`config.mk`:
```
export PLATFORM = sky130hd
export DESIGN_NAME = fifo_wr_arbiter
export DESIGN_NICKNAME = d
export VERILOG_FILES = /design/src/rtl/fifo_arb_pkg.sv /design/src/rtl/rr_pick.sv /design/src/rtl/fifo_wr_arbiter.sv
export SDC_FILE = /design/constraint.sdc
export NUM_CORES = 1
export LEC_CHECK = 0
export CAP_MARGIN = 20
export CELL_PAD_IN_SITES_DETAIL_PLACEMENT = 0
export CELL_PAD_IN_SITES_GLOBAL_PLACEMENT = 1
export CORE_ASPECT_RATIO = 1.25
export CORE_MARGIN = 10
export CORE_UTILIZATION = 27
export CTS_BUF_LIST = sky130_fd_sc_hd__clkbuf_8
export CTS_CLUSTER_SIZE = 40
export DETAILED_ROUTE_END_ITERATION = 6
export GPL_TIMING_DRIVEN = 0
export MAX_ROUTING_LAYER = met4
export PLACE_DENSITY_LB_ADDON = 0.1
export RECOVER_POWER = 50
export SETUP_SLACK_MARGIN = 0.15
export SYNTH_ARGS = -nofsm -noshare
export SYNTH_HDL_FRONTEND = slang
export SYNTH_SLANG_ARGS = --single-unit
```
`constraint.sdc`:
```
create_clock -name clk -period 4.7 [get_ports clk]
set_input_delay 0.94 -clock clk [delete_from_list [all_inputs] [get_ports clk]]
set_output_delay 0.94 -clock clk [all_outputs]
set_load 0.01 [all_outputs]
```
`src/rtl/fifo_arb_pkg.sv`:
```
// Shared types and default parameters for the FIFO write-port arbiter.
package fifo_arb_pkg;

  localparam int DEF_DATA_SIZE = 8;
  localparam int DEF_NUM_REQ   = 4;
  localparam int DEF_MAX_BURST = 4;

  typedef enum logic {
    IDLE  = 1'b0,
    GRANT = 1'b1
  } arb_state_t;

endpackage

```
`src/rtl/rr_pick.sv`:
```
// Rotating-priority encoder: picks the first asserted request scanning upward
// from ptr (inclusive), wrapping at NUM_REQ.
module rr_pick
  import fifo_arb_pkg::*;
#(
  parameter int NUM_REQ = DEF_NUM_REQ
) (
  input  logic [NUM_REQ-1:0]         req,
  input  logic [$clog2(NUM_REQ)-1:0] ptr,
  output logic [$clog2(NUM_REQ)-1:0] gnt_id,
  output logic                       any
);

  localparam int ID_W = $clog2(NUM_REQ);

  int              idx;
  logic [ID_W-1:0] cand;

  // Scan offsets from farthest to nearest so the requester closest to ptr is
  // the last one written and therefore wins.
  always_comb begin
    // NOTE: every variable gets a default before any conditional assignment,
    // so no path leaves it unassigned and no latch is inferred.
    gnt_id = ptr;
    any    = |req;
    idx    = 0;
    cand   = '0;
    for (int i = NUM_REQ - 1; i >= 0; i--) begin
      idx = 32'(ptr) + i;
      if (idx >= NUM_REQ) begin
        idx = idx - NUM_REQ;
      end
      cand = ID_W'(idx);
      if (req[cand]) begin
        gnt_id = cand;
      end
    end
  end

endmodule

```
`src/rtl/fifo_wr_arbiter.sv`:
```
// Round-robin arbiter sharing one FIFO write port among NUM_REQ producers.
// A grant lasts until the owner's last word or MAX_BURST words, whichever
// comes first; one IDLE cycle separates consecutive grants.
module fifo_wr_arbiter
  import fifo_arb_pkg::*;
#(
  parameter int DATA_SIZE = DEF_DATA_SIZE,
  parameter int NUM_REQ   = DEF_NUM_REQ,
  parameter int MAX_BURST = DEF_MAX_BURST
) (
  input  logic                         clk,
  input  logic                         rst_n,
  input  logic [NUM_REQ-1:0]           req_valid,
  input  logic [NUM_REQ*DATA_SIZE-1:0] req_data,
  input  logic [NUM_REQ-1:0]           req_last,
  output logic [NUM_REQ-1:0]           req_ready,
  input  logic                         wr_full,
  output logic                         wr_en,
  output logic [DATA_SIZE-1:0]         wr_data,
  output logic [$clog2(NUM_REQ)-1:0]   grant_id,
  output logic                         busy
);

  localparam int ID_W   = $clog2(NUM_REQ);
  localparam int BEAT_W = $clog2(MAX_BURST + 1);
  localparam logic [BEAT_W-1:0] LAST_BEAT = BEAT_W'(MAX_BURST - 1);
  localparam logic [ID_W-1:0]   LAST_ID   = ID_W'(NUM_REQ - 1);

  arb_state_t        state_q, state_d;
  logic [ID_W-1:0]   grant_id_q, grant_id_d;
  logic [ID_W-1:0]   rr_ptr_q, rr_ptr_d;
  logic [BEAT_W-1:0] beat_cnt_q, beat_cnt_d;

  logic [ID_W-1:0]   pick_id;
  logic              pick_any;
  logic              xfer;
  logic              burst_end;

  rr_pick #(
    .NUM_REQ (NUM_REQ)
  ) u_rr_pick (
    .req    (req_valid),
    .ptr    (rr_ptr_q),
    .gnt_id (pick_id),
    .any    (pick_any)
  );

  // A word moves only for the current owner and only while the FIFO has room.
  always_comb begin
    xfer      = (state_q == GRANT) && req_valid[grant_id_q] && !wr_full;
    burst_end = req_last[grant_id_q] || (beat_cnt_q == LAST_BEAT);
  end

  // Handshake and write-port muxing; data is passed through, never used for control.
  always_comb begin
    req_ready = '0;
    wr_en     = xfer;
    wr_data   = '0;
    if (state_q == GRANT) begin
      req_ready[grant_id_q] = !wr_full;
    end
    if (xfer) begin
      wr_data = req_data[32'(grant_id_q) * DATA_SIZE +: DATA_SIZE];
    end
  end

  // Next-state logic: arbitrate in IDLE, count beats and release in GRANT.
  always_comb begin
    state_d    = state_q;
    grant_id_d = grant_id_q;
    rr_ptr_d   = rr_ptr_q;
    beat_cnt_d = beat_cnt_q;
    case (state_q)
      IDLE: begin
        if (pick_any) begin
          state_d    = GRANT;
          grant_id_d = pick_id;
          beat_cnt_d = '0;
        end
      end
      GRANT: begin
        if (xfer) begin
          beat_cnt_d = beat_cnt_q + BEAT_W'(1);
          if (burst_end) begin
            state_d  = IDLE;
            rr_ptr_d = (grant_id_q == LAST_ID) ? '0 : grant_id_q + ID_W'(1);
          end
        end
      end
      default: state_d = IDLE;
    endcase
  end

  // State registers; reset aborts any grant in progress.
  always_ff @(posedge clk or negedge rst_n) begin
    // NOTE: non-blocking assignments make every flop sample pre-edge values,
    // independent of statement order.
    if (!rst_n) begin
      state_q    <= IDLE;
      grant_id_q <= '0;
      rr_ptr_q   <= '0;
      beat_cnt_q <= '0;
    end else begin
      state_q    <= state_d;
      grant_id_q <= grant_id_d;
      rr_ptr_q   <= rr_ptr_d;
      beat_cnt_q <= beat_cnt_d;
    end
  end

  assign busy     = (state_q == GRANT);
  assign grant_id = grant_id_q;

endmodule

```
==> out/results.txt, run 1 <==
cts hold-fix bufs -> 0
R2R depth -> 5
Die X -> 70.5 um
routed length per placed instance -> 17.1 um
htree depth -> 1
max-slew violations -> 0
# rows -> 22
ranking of synthesized cells by area -> dfrtp_1 23%, mux4_2 21%, ha_1 8.7%
Port Buffer Count -> 58
DRT Wirelength -> 3080 um
CP delay by family, top -> buffers and inverters
synthesized instance count -> 83
Critical Path Sink -> wr_en
initial antenna violation count -> 0
hold violation total from the final report -> 0
CTS tree -> yes
I/O Pins -> 59
Period minus WS final -> 4.00 ns
vias in the first global route -> 962
Yosys reg bits -> 8
WP depth -> 6
VDD IR max -> 0.000303 V
Synth area leader -> dfrtp_1
router iterations before antenna repair -> 4
reg2reg setup slack -> 2.82 ns
Slowest-stage cell, CP -> dlygate4sd3_1
iteration-0 DRC count of the detailed router -> 54
worst stage delay on the critical path -> 0.62 ns
R2R Path End -> rr_ptr_q[1]
crit start category -> primary input
post-CTS sizing -> 0
top cells by count, synth -> 8 x and3_1, 8 x dfrtp_1, 8 x mux4_2
Synth cell types -> 30
P_leak -> 0.639 nW
Die Height -> 83.1 um
Initial Util -> 0.287
Final Skew -> 0.00141 ns
Max-cap violations -> 0
status -> complete, no violations
synthesized area per cell -> 10.4 um^2
Yosys top cell area share -> 0.233
ANT nets after route -> 0
clk slew on worst S/H paths -> 0.04 ns
CTS Buf Count -> 3
crit-path cells -> dlygate4sd3_1 > mux4_2 > clkbuf_1 > nand2_1 > inv_1 > clkdlybuf4s50_1
ys async rst share -> 1.00
PnR worst setup slack -> 0.697 ns
CTS root buffer -> clkbuf_8
HPWL after detailed placement -> 2610 um
Final Wtd Congestion -> 0.790
largest net degree at the start of global routing -> 11
CP required -> 3.76 ns
DIE AREA -> 5860 um^2
Post-Syn Area -> 861 um^2
crit share post-route -> 0.852
first-pass GRT wire length -> 5120 um
Worst Path Buf+Inv -> 4
core area -> 3000 um^2
worst slew pin tran -> 0.424 ns
layout cells sized above 1 -> 0.125
data arrival time of the worst path -> 3.06 ns
Setup Buffers After CTS -> 0
Critical R2R Launch -> beat_cnt_q[0]
GRT Residual Overflow -> 0
crit path from -> req_valid[3]
Final nets -> 195
number of synthesized flops with an enable pin -> 0
Pwr Density -> 431 nW/um^2
Max Freq -> 250 MHz
Tot GR Track Use -> 0.108
CTS sink count -> 8
maximum clock path buffer count -> 2
DRC -> 0
diodes inserted -> 0
setup tns final -> 0 ns
Ys Warns -> 0
hold depth -> 1
most used flip-flop cell after synthesis -> dfrtp_1
detailed-route vias per instance -> 4.91
slew margin rel. -> 0.715
register area share after synthesis -> 0.233
worst hold path type -> flop to flop
Min-Delay Startpoint -> beat_cnt_q[0]
Setup WS pre-CTS -> 0.767 ns
Clock Latency Late Sink -> 0.23 ns
worst setup path category -> primary input to output pin
CP Max Fanout -> 10
Final setup viols -> 0
post-synthesis net count -> 132
Critical Path Sink Type -> output pin
via count -> 884
Syn-to-layout area delta -> 76.2%
RSZ-0062 raised after global routing -> no
==> cells in the final DEF, fill, tap and decap left out <==
cell type / n
a2111oi_0: 1
a21oi_1: 2
a2bb2oi_1: 1
a31oi_1: 1
and2_1: 4
and2b_2: 1
and2b_4: 1
and3_1: 8
and4b_1: 1
buf_2: 1
buf_6: 2
clkbuf_1: 2
clkbuf_8: 3
clkdlybuf4s50_1: 53
dfrtp_1: 8
dlygate4sd3_1: 5
ha_1: 6
inv_1: 6
mux2_1: 2
mux2_4: 1
mux4_1: 1
mux4_2: 8
nand2_1: 4
nand2b_1: 1
nand3_1: 4
nor2_1: 4
nor2b_1: 3
nor4_1: 1
o211ai_1: 1
o21ai_0: 3
o21ai_1: 2
o221ai_1: 1
or2_2: 1
or3_1: 1
==> worst min path at each step <==
stage                          endpoint  slack (ns)
after floorplan           beat_cnt_q[0]        0.45
after global placement    beat_cnt_q[0]        0.47
after detailed placement  beat_cnt_q[0]        0.49
after CTS                 beat_cnt_q[0]        0.50
after global routing      beat_cnt_q[0]        0.53
final                     beat_cnt_q[0]        0.50
==> registers in the layout, indices dropped and copies added, names as in the netlist <==
register,cells
grant_id,2
beat_cnt_q,3
rr_ptr_q,2
busy,1
==> stage by stage <==
| step | hold WS, ns | instances | cell area [um^2] | util | power, mW |
|---|---|---|---|---|---|
| floorplan | 0.454 | 83 | 861 | - | 0.417 |
| global placement | 0.474 | 177 | 1490 | 0.495 | 0.597 |
| detailed placement | 0.495 | 177 | 1490 | 0.495 | 0.603 |
| CTS | 0.500 | 180 | 1530 | 0.509 | 0.687 |
| global route | 0.533 | 180 | 1520 | 0.505 | 0.717 |
| finish | 0.501 | 180 | 1520 | 0.505 | 0.654 |
==> cell families (layout without fill, tap and decap cells) <==
family | after synthesis | after routing | synth area share
adder cells (fa/ha/maj) | 6 | 6 | 0.0872
buffers and inverters | 11 | 72 | 0.0669
AO/OA/AOI/OAI | 12 | 12 | 0.0872
flip-flops | 8 | 8 | 0.233
AND/OR/NAND/NOR | 34 | 34 | 0.234
multiplexers | 12 | 12 | 0.292
==> report_power, final <==
part	total [mW]	switching (mW)	internal [mW]	leakage, nW
clock	0.0803	0.0251	0.0553	0.0216
sequential	0.133	0.0325	0.101	0.0953
combinational	0.440	0.186	0.254	0.522
==> cell type report <==
cell class                      instances  area, um^2
Buffer                                  5        35.0
Clock buffer                            3        41.3
Fill cell                             301        1480
Inverter                                6        22.5
Multi-Input combinational cell         64         592
Sequential cell                         8         200
Tap cell                               36        45.0
Timing Repair Buffer                   58         581
==> worst reg2reg max path: stages (launching register included) <==
cell       delay, ns
dfrtp_1         0.39
ha_1            0.21
ha_1            0.19
a2111oi_0       0.35
and4b_1         0.30
mux2_1          0.33
==> metal layers <==
layer | track usage | part of all wire
met5 | - | 0
met4 | 0.0448 | 0.015
met3 | 0.0393 | 0.10
met2 | 0.168 | 0.44
met1 | 0.121 | 0.44
Power figures use the tool's default switching activity.
==> run 2: changes to the inputs <==
CORE_UTILIZATION = 28   (was 27)
CTS_CLUSTER_SIZE = not set   (was 40)
SYNTH_HIERARCHICAL = 1   (was not set)
==> out/results.txt, run 2 <==
worst hold path type -> flop to flop
detailed-route vias per instance -> 5.00
ANT nets after route -> 0
Final nets -> 195
iteration-0 DRC count of the detailed router -> 31
Met1 Wirelength -> 1570 um
most frequent cells in the layout -> 53 x clkdlybuf4s50_1, 10 x mux4_2, 9 x and3_1
post-route cell area -> 1530 um^2
initial antenna violation count -> 0
first-pass GRT wire length -> 4890 um
CTS Buf Count -> 3
Pwr Density -> 415 nW/um^2
synthesized instance count -> 83
via count -> 900
Die Height -> 82.9 um
crit share post-route -> 0.856
worst stage delay on the critical path -> 0.61 ns
RSZ-0062 raised after global routing -> no
crit start category -> primary input
most flop-heavy register -> beat_cnt_q
Yosys reg bits -> 8
ranking of synthesized cells by area -> mux4_2 25%, dfrtp_1 23%, ha_1 8.5%
CP required -> 3.76 ns
Post-Syn Area -> 887 um^2
setup tns final -> 0 ns
worst slew pin tran -> 0.468 ns
largest net degree at the start of global routing -> 11
routed wl met3 -> 335 um
CTS sink count -> 8
Yosys top cell area share -> 0.254
count leader, synth -> mux4_2
register area share after synthesis -> 0.226
vias in the first global route -> 938
Final setup viols -> 0
router iterations before antenna repair -> 4
Period minus WS final -> 4.02 ns
routed length per placed instance -> 17.5 um
Initial Util -> 0.296
Synth area leader -> mux4_2
cell total after placement -> 177
Synth cell types -> 32
HPWL after detailed placement -> 2660 um
VDD IR max -> 0.000245 V
top cells by count, synth -> 10 x mux4_2, 9 x and3_1, 8 x dfrtp_1
Tot GR Track Use -> 0.104
DIE AREA -> 5830 um^2
DR top layer -> met4
htree depth -> 1
DRC -> 0
Non-Filler Instances -> 180
met2 routed WL -> 1220 um
I/O Pins -> 59
most common library cell in the layout ignoring fill and taps -> clkdlybuf4s50_1
worst setup path category -> primary input to output pin
status -> complete, no violations
slew margin rel. -> 0.687
Syn-to-layout area delta -> 72.8%
Setup Buffers After CTS -> 0
fillers -> 291
synthesized area per cell -> 10.7 um^2
Port Buffer Count -> 58
most used flip-flop cell after synthesis -> dfrtp_1
max-slew violations -> 0
# rows -> 22
P_leak -> 0.657 nW
cts hold-fix bufs -> 0
ys async rst share -> 1.00
max FFs per register -> 3
Final Skew -> 0.00241 ns
clk slew on worst S/H paths -> 0.04 ns
data arrival time of the worst path -> 3.08 ns
Max-cap violations -> 0
Die X -> 70.3 um
diodes inserted -> 0
GRT Residual Overflow -> 0
maximum clock path buffer count -> 2
Critical Path Sink Type -> output pin
number of synthesized flops with an enable pin -> 0
CP Max Fanout -> 10
CTS tree -> yes
crit-path cells -> dlygate4sd3_1 > mux4_2 > clkbuf_1 > and3_1 > clkdlybuf4s50_1
Slowest-stage cell, CP -> dlygate4sd3_1
Final Wtd Congestion -> 0.784
post-synthesis net count -> 132
hold violation total from the final report -> 0
Max Freq -> 249 MHz
layout cells sized above 1 -> 0.146
Clock Latency Late Sink -> 0.23 ns
Ys Warns -> 6
CTS root buffer -> clkbuf_8
DRT Wirelength -> 3150 um
core area -> 3000 um^2
placed cell area -> 1510 um^2
post-CTS sizing -> 0
-- run 2: cell count changes after synthesis, sizes merged, moves of 2 or more --
| cell | change |
|---|---|
| nand3 | -4 |
| nand2 | +3 |
| and2b | +2 |
| nor2b | -2 |
-- run 2: report_power, final --
group          total [mW]  switching (mW)  internal, mW
clock              0.0812          0.0258        0.0554
sequential          0.134          0.0353        0.0986
combinational       0.421           0.172         0.249
-- run 2: metal layers --
layer | global-route usage | vias up
li1 | - | 436
met4 | 0.0269 | 0
met2 | 0.144 | 55
met3 | 0.0333 | 2
met1 | 0.142 | 407
met5 | - | -
-- run 2: critical path, delay by kind of cell --
family	cells	cell delay, ns
buffers and inverters	3	1.35
multiplexers	1	0.54
AND/OR/NAND/NOR	1	0.25
-- run 2: logic make-up (layout without fill, tap and decap cells) --
logic type,Yosys count,after routing,share of synthesized area
muxes,13,13,0.299
DFF,8,8,0.226
and+or+nand+nor,33,33,0.219
AOI/OAI and AO/OA,12,12,0.111
buffers and inverters,11,72,0.0606
adders and majority gates,6,6,0.0846
-- run 2: cell type report --
type / instances / area [um^2] / area share
Timing Repair Buffer: 58 / 581 / 0.379
Multi-Input combinational cell: 64 / 619 / 0.404
Inverter: 7 / 26.3 / 0.0171
Buffer: 4 / 20.0 / 0.0131
Sequential cell: 8 / 200 / 0.131
Clock buffer: 3 / 41.3 / 0.0269
Tap cell: 36 / 45.0 / 0.0294
-- run 2: final timing paths --
kind	startpoint	end	slack (ns)	cells past startpoint
max	req_valid[3]	wr_data[2]	0.68	5
max reg2reg	grant_id[1]	rr_ptr_q[0]	2.77	4
max in group asynchronous	rst_n	beat_cnt_q[1]	3.36	1
min	beat_cnt_q[1]	beat_cnt_q[1]	0.50	1
min in group asynchronous	rst_n	grant_id[0]	1.07	1
min reg2reg	beat_cnt_q[1]	beat_cnt_q[1]	0.50	1
-- run 2: metrics by stage --
| stage | hold WS [ns] | power (mW) | worst slack [ns] | utilization |
|---|---|---|---|---|
| finish | 0.502 | 0.636 | 0.676 | 0.511 |
| global route | 0.515 | 0.692 | 0.574 | 0.511 |
| CTS | 0.507 | 0.670 | 0.889 | 0.518 |
| detailed placement | 0.498 | 0.584 | 0.887 | 0.504 |
| global placement | 0.487 | 0.577 | 0.906 | 0.504 |
| floorplan | 0.476 | 0.407 | 1.96 | - |
==> run 3: changes to the inputs <==
CAP_MARGIN = not set   (was 20)
CTS_CLUSTER_DIAMETER = 40   (was not set)
SETUP_SLACK_MARGIN = 0.1   (was 0.15)
==> results of run 3 <==
The final DEF is identical to that of run 2; final timing and power are the same.
